`src/rtl/mem_arbiter.sv`:
```
// Two-port round-robin arbiter for a single-port synchronous RAM.
// Each access takes IDLE -> ACCESS -> RESP, and a registered ack is raised on return to IDLE.
module mem_arbiter #(
    parameter int ADDR_W = 8,
    parameter int DATA_W = 16
) (
    input  logic              clk,
    input  logic              reset_n,
    input  logic              req0,
    input  logic              req1,
    input  logic              we0,
    input  logic              we1,
    input  logic [ADDR_W-1:0] addr0,
    input  logic [ADDR_W-1:0] addr1,
    input  logic [DATA_W-1:0] wdata0,
    input  logic [DATA_W-1:0] wdata1,
    output logic              ack0,
    output logic              ack1,
    output logic [DATA_W-1:0] rdata0,
    output logic [DATA_W-1:0] rdata1,
    output logic [ADDR_W-1:0] ram_addr,
    output logic              ram_we,
    output logic [DATA_W-1:0] ram_wdata,
    input  logic [DATA_W-1:0] ram_rdata,
    output logic              busy,
    output logic              owner
);

    typedef enum logic [1:0] {
        IDLE   = 2'd0,
        ACCESS = 2'd1,
        RESP   = 2'd2
    } state_t;

    state_t              state_q, state_d;
    logic                ack0_q, ack1_q;
    logic [DATA_W-1:0]   rdata0_q, rdata1_q;
    logic [ADDR_W-1:0]   addr_q;
    logic [DATA_W-1:0]   wdata_q;
    logic                we_q;
    logic                ram_we_q;
    logic                owner_q;
    logic                last_grant_q;
    logic                elig0_s, elig1_s, grant_s, win_s;

    // Eligibility masks a port whose ack is high, so a stale req is never re-served.
    always_comb begin
        elig0_s = req0 & ~ack0_q;
        elig1_s = req1 & ~ack1_q;
        grant_s = elig0_s | elig1_s;
        if (elig0_s && elig1_s) begin
            win_s = ~last_grant_q;
        end else if (elig1_s) begin
            win_s = 1'b1;
        end else begin
            win_s = 1'b0;
        end
    end

    // State register.
    always_ff @(posedge clk or negedge reset_n) begin
        if (!reset_n) begin
            state_q <= IDLE;
        end else begin
            state_q <= state_d;
        end
    end

    // Next-state logic.
    always_comb begin
        state_d = state_q;
        case (state_q)
            IDLE:    state_d = grant_s ? ACCESS : IDLE;
            ACCESS:  state_d = RESP;
            RESP:    state_d = IDLE;
            default: state_d = IDLE;
        endcase
    end

    // State-decoded outputs.
    always_comb begin
        busy = (state_q != IDLE);
    end

    // Request latch, RAM strobe, acknowledge and read-data registers.
    always_ff @(posedge clk or negedge reset_n) begin
        if (!reset_n) begin
            ack0_q       <= 1'b0;
            ack1_q       <= 1'b0;
            rdata0_q     <= '0;
            rdata1_q     <= '0;
            addr_q       <= '0;
            wdata_q      <= '0;
            we_q         <= 1'b0;
            ram_we_q     <= 1'b0;
            owner_q      <= 1'b0;
            last_grant_q <= 1'b1;
        end else begin
            ack0_q   <= 1'b0;
            ack1_q   <= 1'b0;
            ram_we_q <= 1'b0;
            case (state_q)
                IDLE: begin
                    if (grant_s) begin
                        owner_q      <= win_s;
                        last_grant_q <= win_s;
                        we_q         <= win_s ? we1 : we0;
                        ram_we_q     <= win_s ? we1 : we0;
                        addr_q       <= win_s ? addr1 : addr0;
                        wdata_q      <= win_s ? wdata1 : wdata0;
                    end else begin
                        owner_q <= owner_q;
                    end
                end
                ACCESS: begin
                    ram_we_q <= 1'b0;
                end
                RESP: begin
                    if (owner_q) begin
                        ack1_q <= 1'b1;
                        if (!we_q) begin
                            rdata1_q <= ram_rdata;
                        end else begin
                            rdata1_q <= rdata1_q;
                        end
                    end else begin
                        ack0_q <= 1'b1;
                        if (!we_q) begin
                            rdata0_q <= ram_rdata;
                        end else begin
                            rdata0_q <= rdata0_q;
                        end
                    end
                end
                default: begin
                    ram_we_q <= 1'b0;
                end
            endcase
        end
    end

    assign ack0      = ack0_q;
    assign ack1      = ack1_q;
    assign rdata0    = rdata0_q;
    assign rdata1    = rdata1_q;
    assign ram_addr  = addr_q;
    assign ram_wdata = wdata_q;
    assign ram_we    = ram_we_q;
    assign owner     = owner_q;

endmodule

```
`config.mk`:
```
export PLATFORM = sky130hd
export DESIGN_NAME = mem_arbiter
export DESIGN_NICKNAME = d
export VERILOG_FILES = /design/src/rtl/mem_arbiter.sv
export SDC_FILE = /design/constraint.sdc
export NUM_CORES = 1
export LEC_CHECK = 0
export ABC_AREA = 1
export CAP_MARGIN = 10
export CORE_MARGIN = 1
export CORE_UTILIZATION = 35
export DETAILED_ROUTE_END_ITERATION = 12
export PLACE_DENSITY = 0.77
export SLEW_MARGIN = 15
export SYNTH_ARGS = -nofsm -noshare
export SYNTH_HDL_FRONTEND = slang
export SYNTH_SLANG_ARGS = --single-unit
```
`constraint.sdc`:
```
create_clock -name clk -period 3.23 [get_ports clk]
set_clock_uncertainty 0.1 [all_clocks]
set_input_delay 0.323 -clock clk [delete_from_list [all_inputs] [get_ports clk]]
set_output_delay 0.323 -clock clk [all_outputs]
set_load 0.1 [all_outputs]
```
==> results of run 1 <==
[cells in the final DEF, fill, tap and decap left out, drive strengths merged]
cell type      netlist  layout
dlygate4sd3          0       1
nand2              116     116
a21oi                1       1
nor2                 7       7
clkbuf               2       9
clkdlybuf4s50        0     128
nand3               51      51
clkinvlp             0       1
inv                 76      76
buf                 15       4
o21ai               33      33
clkinv               0       6
dfstp                1       1
dfrtp               63      63
[logic make-up (layout without fill, tap and decap cells)]
kind of cell,count (synthesis),after routing,share of synthesized area
AO/OA/AOI/OAI,34,34,0.05748
buffers and inverters,93,225,0.1369
AND/OR/NAND/NOR,174,174,0.2758
flip-flops,64,64,0.5298
[sequential cells by signal, summed over array words and instances, names as in the netlist]
signal / flops
ack0: 1
last_grant_q: 1
ram_we: 1
rdata1: 16
ack1: 1
we_q: 1
state_q: 2
ram_wdata: 16
owner: 1
rdata0: 16
ram_addr: 8
[area by class of cell]
| class | instances | area, um2 | share of cell area |
|---|---|---|---|
| flip-flops and latches | 64 | 1603 | 0.3541 |
| well taps | 105 | 131.4 | 0.02902 |
| clock inverters | 7 | 48.80 | 0.01078 |
| inverters | 76 | 285.3 | 0.06302 |
| repair buffers | 133 | 1319 | 0.2913 |
| clock buffers | 9 | 123.9 | 0.02736 |
| multi-input cells | 208 | 1016 | 0.2244 |
[metrics by stage]
| step | setup slack, ps | cell area, um2 |
|---|---|---|
| 2_1_floorplan | 1249 | 3025 |
| 3_3_place_gp | 1019 | 4344 |
| 3_5_place_dp | 969.2 | 4344 |
| 4_1_cts | 855.5 | 4527 |
| 5_1_grt | 833.2 | 4527 |
| 6_report | 881.9 | 4527 |
[final timing paths]
| path | from | endpoint | slack [ps] | cells past startpoint |
|---|---|---|---|---|
| setup / recovery | ack1 | ack1 | 880 | 1 |
| hold / removal | state_q[1] | state_q[1] | 360 | 1 |
| setup reg to reg | last_grant_q | ram_wdata[9] | 1280 | 5 |
| hold reg to reg | state_q[1] | state_q[1] | 360 | 1 |
| max in group asynchronous | reset_n | ram_wdata[5] | 1650 | 3 |
| min in group asynchronous | reset_n | state_q[1] | 450 | 2 |
[metal layers]
layer / share of wire / vias to the layer above / GRT usage
li1: - / 1352 / -
met2: 0.46 / 112 / 0.3094
met4: 0.0047 / 0 / 0.03788
met3: 0.11 / 5 / 0.07729
met5: 0 / - / 0
met1: 0.43 / 1256 / 0.2122
==> results.txt, run 1 <==
The flow ran to the end, and the final reports show no timing, DRC or antenna violations. At the pin with the least slew margin, the transition time is 1022 ps. After synthesis the cells add up to 3025 um2. The die is 94.98 um tall. The run gives 0 as the global-route congestion overflow total.

The utilization of the core after routing was 0.5455. The async set or reset register ratio after synthesis is 1.000, and the worst stage delay on the critical path is 1170 ps. The signal on the critical path passes through clkdlybuf4s50_1. The logs give 5443 um for the final HPWL from detailed placement and 9020 um2 for the total die area. Setup repair after global routing left no endpoint under its margin. After detailed routing, the number of vias per cell comes to 4.527. Among all flip-flop cells after synthesis, the most frequent one is sky130_fd_sc_hd__dfrtp_1. The initial core utilization is 0.3645. The category of the critical setup timing path is reg2out.

The tools report the root buffer selected by CTS as sky130_fd_sc_hd__clkbuf_8. The final-stage net count is 562, and the area added between synthesis and finish is 49.63%. Number of global-route vias before repair: 2,761. In this run the count of I/O pins placed on the die edge is 131.

In the routed design, unresolved DRC markers number 0. The layout cell share with drive strength beyond 1 works out to 0.09658. The logs give 1 for the hold buffer count at cts and 364.5 ps for the worst hold margin. The remaining max-slew budget at the tightest pin was 0.3167; the number of levels the H-tree was split into was 3. The data required time at the worst endpoint is 2810 ps. The critical path's slowest cell was sky130_fd_sc_hd__clkdlybuf4s50_1. Row generation in the floorplan step produced 33 rows.

The final layout contains routed wiring with a total length of 7740 um. The arrival time of data at the critical path endpoint was 1930 ps; the number of antenna diodes was 0. The fraction of synthesized cell area taken by the top area cell type is 0.5211. For the worst-skew pair, the clock arrives at the later sink with an insertion delay of 330 ps. For the count of filler cells inserted in the layout, the log shows 775. The logs give 0 for the final number of max-transition violations and 0 for the initial antenna violation count. TritonCTS built the clock tree.

Counting the buffers created by CTS gives 9. The pin count of the biggest net entering global routing is 39, and the count of routing violations after the opening detailed-route iteration is 117. The tools report the total vias in the final route as 2,725. For the number of clock sinks seen by CTS, the log shows 64. The share of synthesized area occupied by flip-flops and latches was 0.5298; the shortest clock period the worst path allows after layout was 2348 ps. The iteration count of the initial detailed-routing pass came out at 4.

The die extent in x is 94.98 um, and the count of buffer and inverter cells on the critical path is 1. The cell family contributing the most delay on the critical path is buffers and inverters. In this run the standard cell core region covers 8299 um2. The routed length per placed instance was 12.86 um; the count of buffers added by post-CTS timing repair for setup was 0. STA classifies the critical path endpoint as an output port. Once layout is complete, the cells apart from fillers number 602. Max-cap violations in this run came to 0. In this run the worst path has a maximum fanout of 3. Counting flops and latches in the post-synthesis netlist gives 64.

In this run the mean area of a mapped cell was 8.289 um2. For the final number of hold-violating endpoints, the log shows 0. In this run the remaining antenna-violating nets after routing total 0.

Ranked by instance count, the synthesized netlist is headed by sky130_fd_sc_hd__nand2_1, sky130_fd_sc_hd__inv_1, sky130_fd_sc_hd__dfrtp_1. The routability congestion estimate from global placement came out at 0.7584. The number of warnings reported in the yosys synthesis log is 0, and the final total negative setup slack is 0 ps. The tools report the upper clock frequency limit as 0.4259 GHz.

The most common cell in the synthesized netlist is sky130_fd_sc_hd__nand2_1. The number of nets handed over by synthesis was 435. The run gives 0 as the total of endpoints with negative setup slack in the final report. The overall global routing resource usage is 0.1814.

The share of the clock period used by the worst path is 0.7270. After clock tree synthesis, the clock-pin slew on the worst setup and hold paths is 70 ps. By area the synthesized netlist is led by sky130_fd_sc_hd__dfrtp_1, sky130_fd_sc_hd__nand2_1, sky130_fd_sc_hd__inv_1. Synthesis produced a netlist whose cell count is 365. The largest total area in the synthesized netlist belongs to sky130_fd_sc_hd__dfrtp_1. The class of the tightest hold or removal check was reg2reg. STA classifies the critical path startpoint as a flop.

The buffer depth of the longest clock path came out at 2. The number of synthesized flops with an enable pin was 0. The number of different library cells used by synthesis comes to 19.

Gates resized during post-CTS repair numbered 0. Port buffering added 130 buffers. The wire length of the first global-routing pass was 12,520 um. The number of placed instances, taps included, is 585.
Power of run 1 is not shown: default switching activity piles up to over one toggle a cycle in this logic, so the estimate is an artifact.
==> run 2: changes to the inputs <==
clock period = 2.2 ns   (was 3.23 ns; I/O delays follow)
==> run 2 against run 1 <==
Against the previous run:
- final cell count grew 0.83%
- setup slack worse by 220 ps
- first-iteration DRC count shrank 18%
- utilization is 0.77 points lower
- critical path type unchanged
- die area stayed put
- via count down 1.2%
- largest cell class unchanged
- critical path depth grew 2
- sequential share of layout area increased by 0.51 points
==> results.txt, run 2 (synthesis gave the netlist of run 1 again) <==
The first detailed-routing pass took 5 iterations. The tools report the root buffer selected by CTS as sky130_fd_sc_hd__clkbuf_8. The initial antenna violation count is 0. The clock period could shrink to 1534 ps.

In the layout the commonest cells are sky130_fd_sc_hd__nand2_1, sky130_fd_sc_hd__inv_1, sky130_fd_sc_hd__clkdlybuf4s50_1, sky130_fd_sc_hd__buf_4, sky130_fd_sc_hd__dfrtp_1. The run gives 33 as the row count. The worst setup path is launched from a flop. The final number of hold-violating endpoints is 0, and the total vias in the final route is 2,691.

In this run the most critical hold path is launched from ram_rdata[1]. The tools report the number of primary I/O pins as 131. The overall global routing resource usage was 0.1680. The routed length per placed instance was 12.00 um. In the routed design, unresolved DRC markers number 0. Floorplan die height: 94.98 um. The region available for standard cell placement spans 8299 um2.

Setup repair after global routing left no endpoint under its margin. Leading cell type in the layout, fill and taps excluded: sky130_fd_sc_hd__nand2_1. Broken down by cell family, the worst path's largest delay share belongs to buffers and inverters. In this run, CTS created clock tree buffers numbering 9. The arrival time of data at the critical path endpoint is 1210 ps.

The run gives 0 as the number of antenna diodes. In this run the horizontal extent of the chip is 94.98 um. Traced cell by cell, the critical path runs through inv_1 -> nand2_1 -> buf_4. In this run the worst path has a maximum fanout of 2.

For the worst setup path, the data required time is 1880 ps. The run gives 0 as the total of endpoints with negative setup slack in the final report. The final layout contains 567 nets.

TritonCTS built the clock tree. The number of clock sinks seen by CTS was 64. The area added between synthesis and finish works out to 47.52%. The worst-margin pin slew came out at 456.6 ps. Number of buffers inserted by port buffering: 130.

The die covers 9020 um2. The layout cell share with drive strength beyond 1 is 0.2231. STA classifies the critical path endpoint as an output port.

For this block, the routed nets add up to 7282 um of wire. The insertion delay of the later-clocked pin in the worst-skew pair is 330 ps, and the wire length of the first global-routing pass is 11,700 um. After layout, the worst setup slack is 666.0 ps.

The count of filler cells inserted in the layout is 767. The most critical setup path has its startpoint at state_q[0]. The final number of max-transition violations was 0. The routability congestion estimate from global placement was 0.7195; the reported max-cap violation count was 0. For the upper clock frequency limit, the log shows 0.6519 GHz. The tools report the worst flop-to-flop path startpoint as ack1.

Timing analysis after detailed placement gives a worst setup slack of 435.0 ps. The logs give 2,617 for the number of global-route vias before repair and 0.3645 for the initial core utilization. The tools report the final non-filler cell area as 4463 um2. Share of the clock period used by the worst path: 0.6973. After clock tree synthesis, the setup repair step added 0 buffers. The buffer depth of the longest clock path is 2, and the total placed instance area is 4232 um2. The run finished with clean final reports.

Together, buffers and inverters on the worst path number 2. After clock tree synthesis, the clock-pin slew on the worst setup and hold paths is 80 ps. Via-per-instance ratio: 4.433.

Class of the tightest hold or removal check: in2reg. After global routing the overflow that remains totals 0. The remaining antenna violation count was 0. In this run, the number of DRC markers left after iteration 0 of detailed routing was 96. In this design, the stage delay of the slowest critical-path cell is 360 ps. The critical path is of the reg2out type. On the critical path, the stage with the largest delay is an instance of sky130_fd_sc_hd__dfrtp_1.

The H-tree was split into 3 levels. The final HPWL from detailed placement is 5155 um, and the pin count of the biggest net entering global routing is 33. For the remaining max-slew budget at the tightest pin, the log shows 0.6952.

Summed over all failing endpoints, the final setup total negative slack is 0 ps.
-- run 2: cell count changes in the layout (fill, tap and decap cells not counted) --
cell	delta
sky130_fd_sc_hd__buf_4	+65
sky130_fd_sc_hd__clkinv_2	-3
sky130_fd_sc_hd__bufinv_16	+2
sky130_fd_sc_hd__clkdlybuf4s50_1	-60
sky130_fd_sc_hd__clkbuf_1	+1
-- run 2: path summary, 6_finish.rpt --
check                               endpoint  slack, ps  depth (start not counted)
worst min-delay path               rdata1[1]        350                          3
worst min register to register    state_q[1]        350                          1
worst max-delay path                    busy        670                          3
max in group asynchronous       last_grant_q       1320                          3
min in group asynchronous          rdata1[5]        360                          3
worst max register to register        ram_we        690                          6
-- run 2: per-layer routing --
| layer | GRT usage | vias to the layer above | share of wire |
|---|---|---|---|
| li1 | - | 1365 | - |
| met1 | 0.2089 | 1211 | 0.45 |
| met2 | 0.2704 | 103 | 0.44 |
| met3 | 0.05475 | 12 | 0.093 |
| met4 | 0.06439 | 0 | 0.018 |
| met5 | 0 | - | 0 |
-- run 2: stage by stage --
step,util,hold WS [ps],std cells
floorplan,-,-175.6,365
global placement,0.5099,170.5,590
detailed placement,0.5099,178.7,590
CTS,0.5378,334.5,607
global route,0.5378,350.4,607
finish,0.5378,347.1,607
-- run 2: tightest hold or removal path, cell delays in order --
cell and delay (ps):
sky130_fd_sc_hd__clkdlybuf4s50_1 390, sky130_fd_sc_hd__inv_1 60, sky130_fd_sc_hd__o21ai_1 60
-- run 2: layout make-up --
type / instances / area, um2 / area share
sequential: 64 / 1603 / 0.3591
clock inverter: 6 / 93.84 / 0.02103
clock buffer: 10 / 127.6 / 0.02860
timing repair buffer: 138 / 1206 / 0.2703
multi-input combinational: 208 / 1016 / 0.2276
tap: 105 / 131.4 / 0.02944
inverter: 76 / 285.3 / 0.06392
-- run 2: what timing repair did --
item / 4_1_cts / 5_1_grt
endpoints found under the hold margin: 63 / 0
hold buffers: 1 / 0
resized for setup: 0 / 0
Power of run 2 is left out for the same reason.
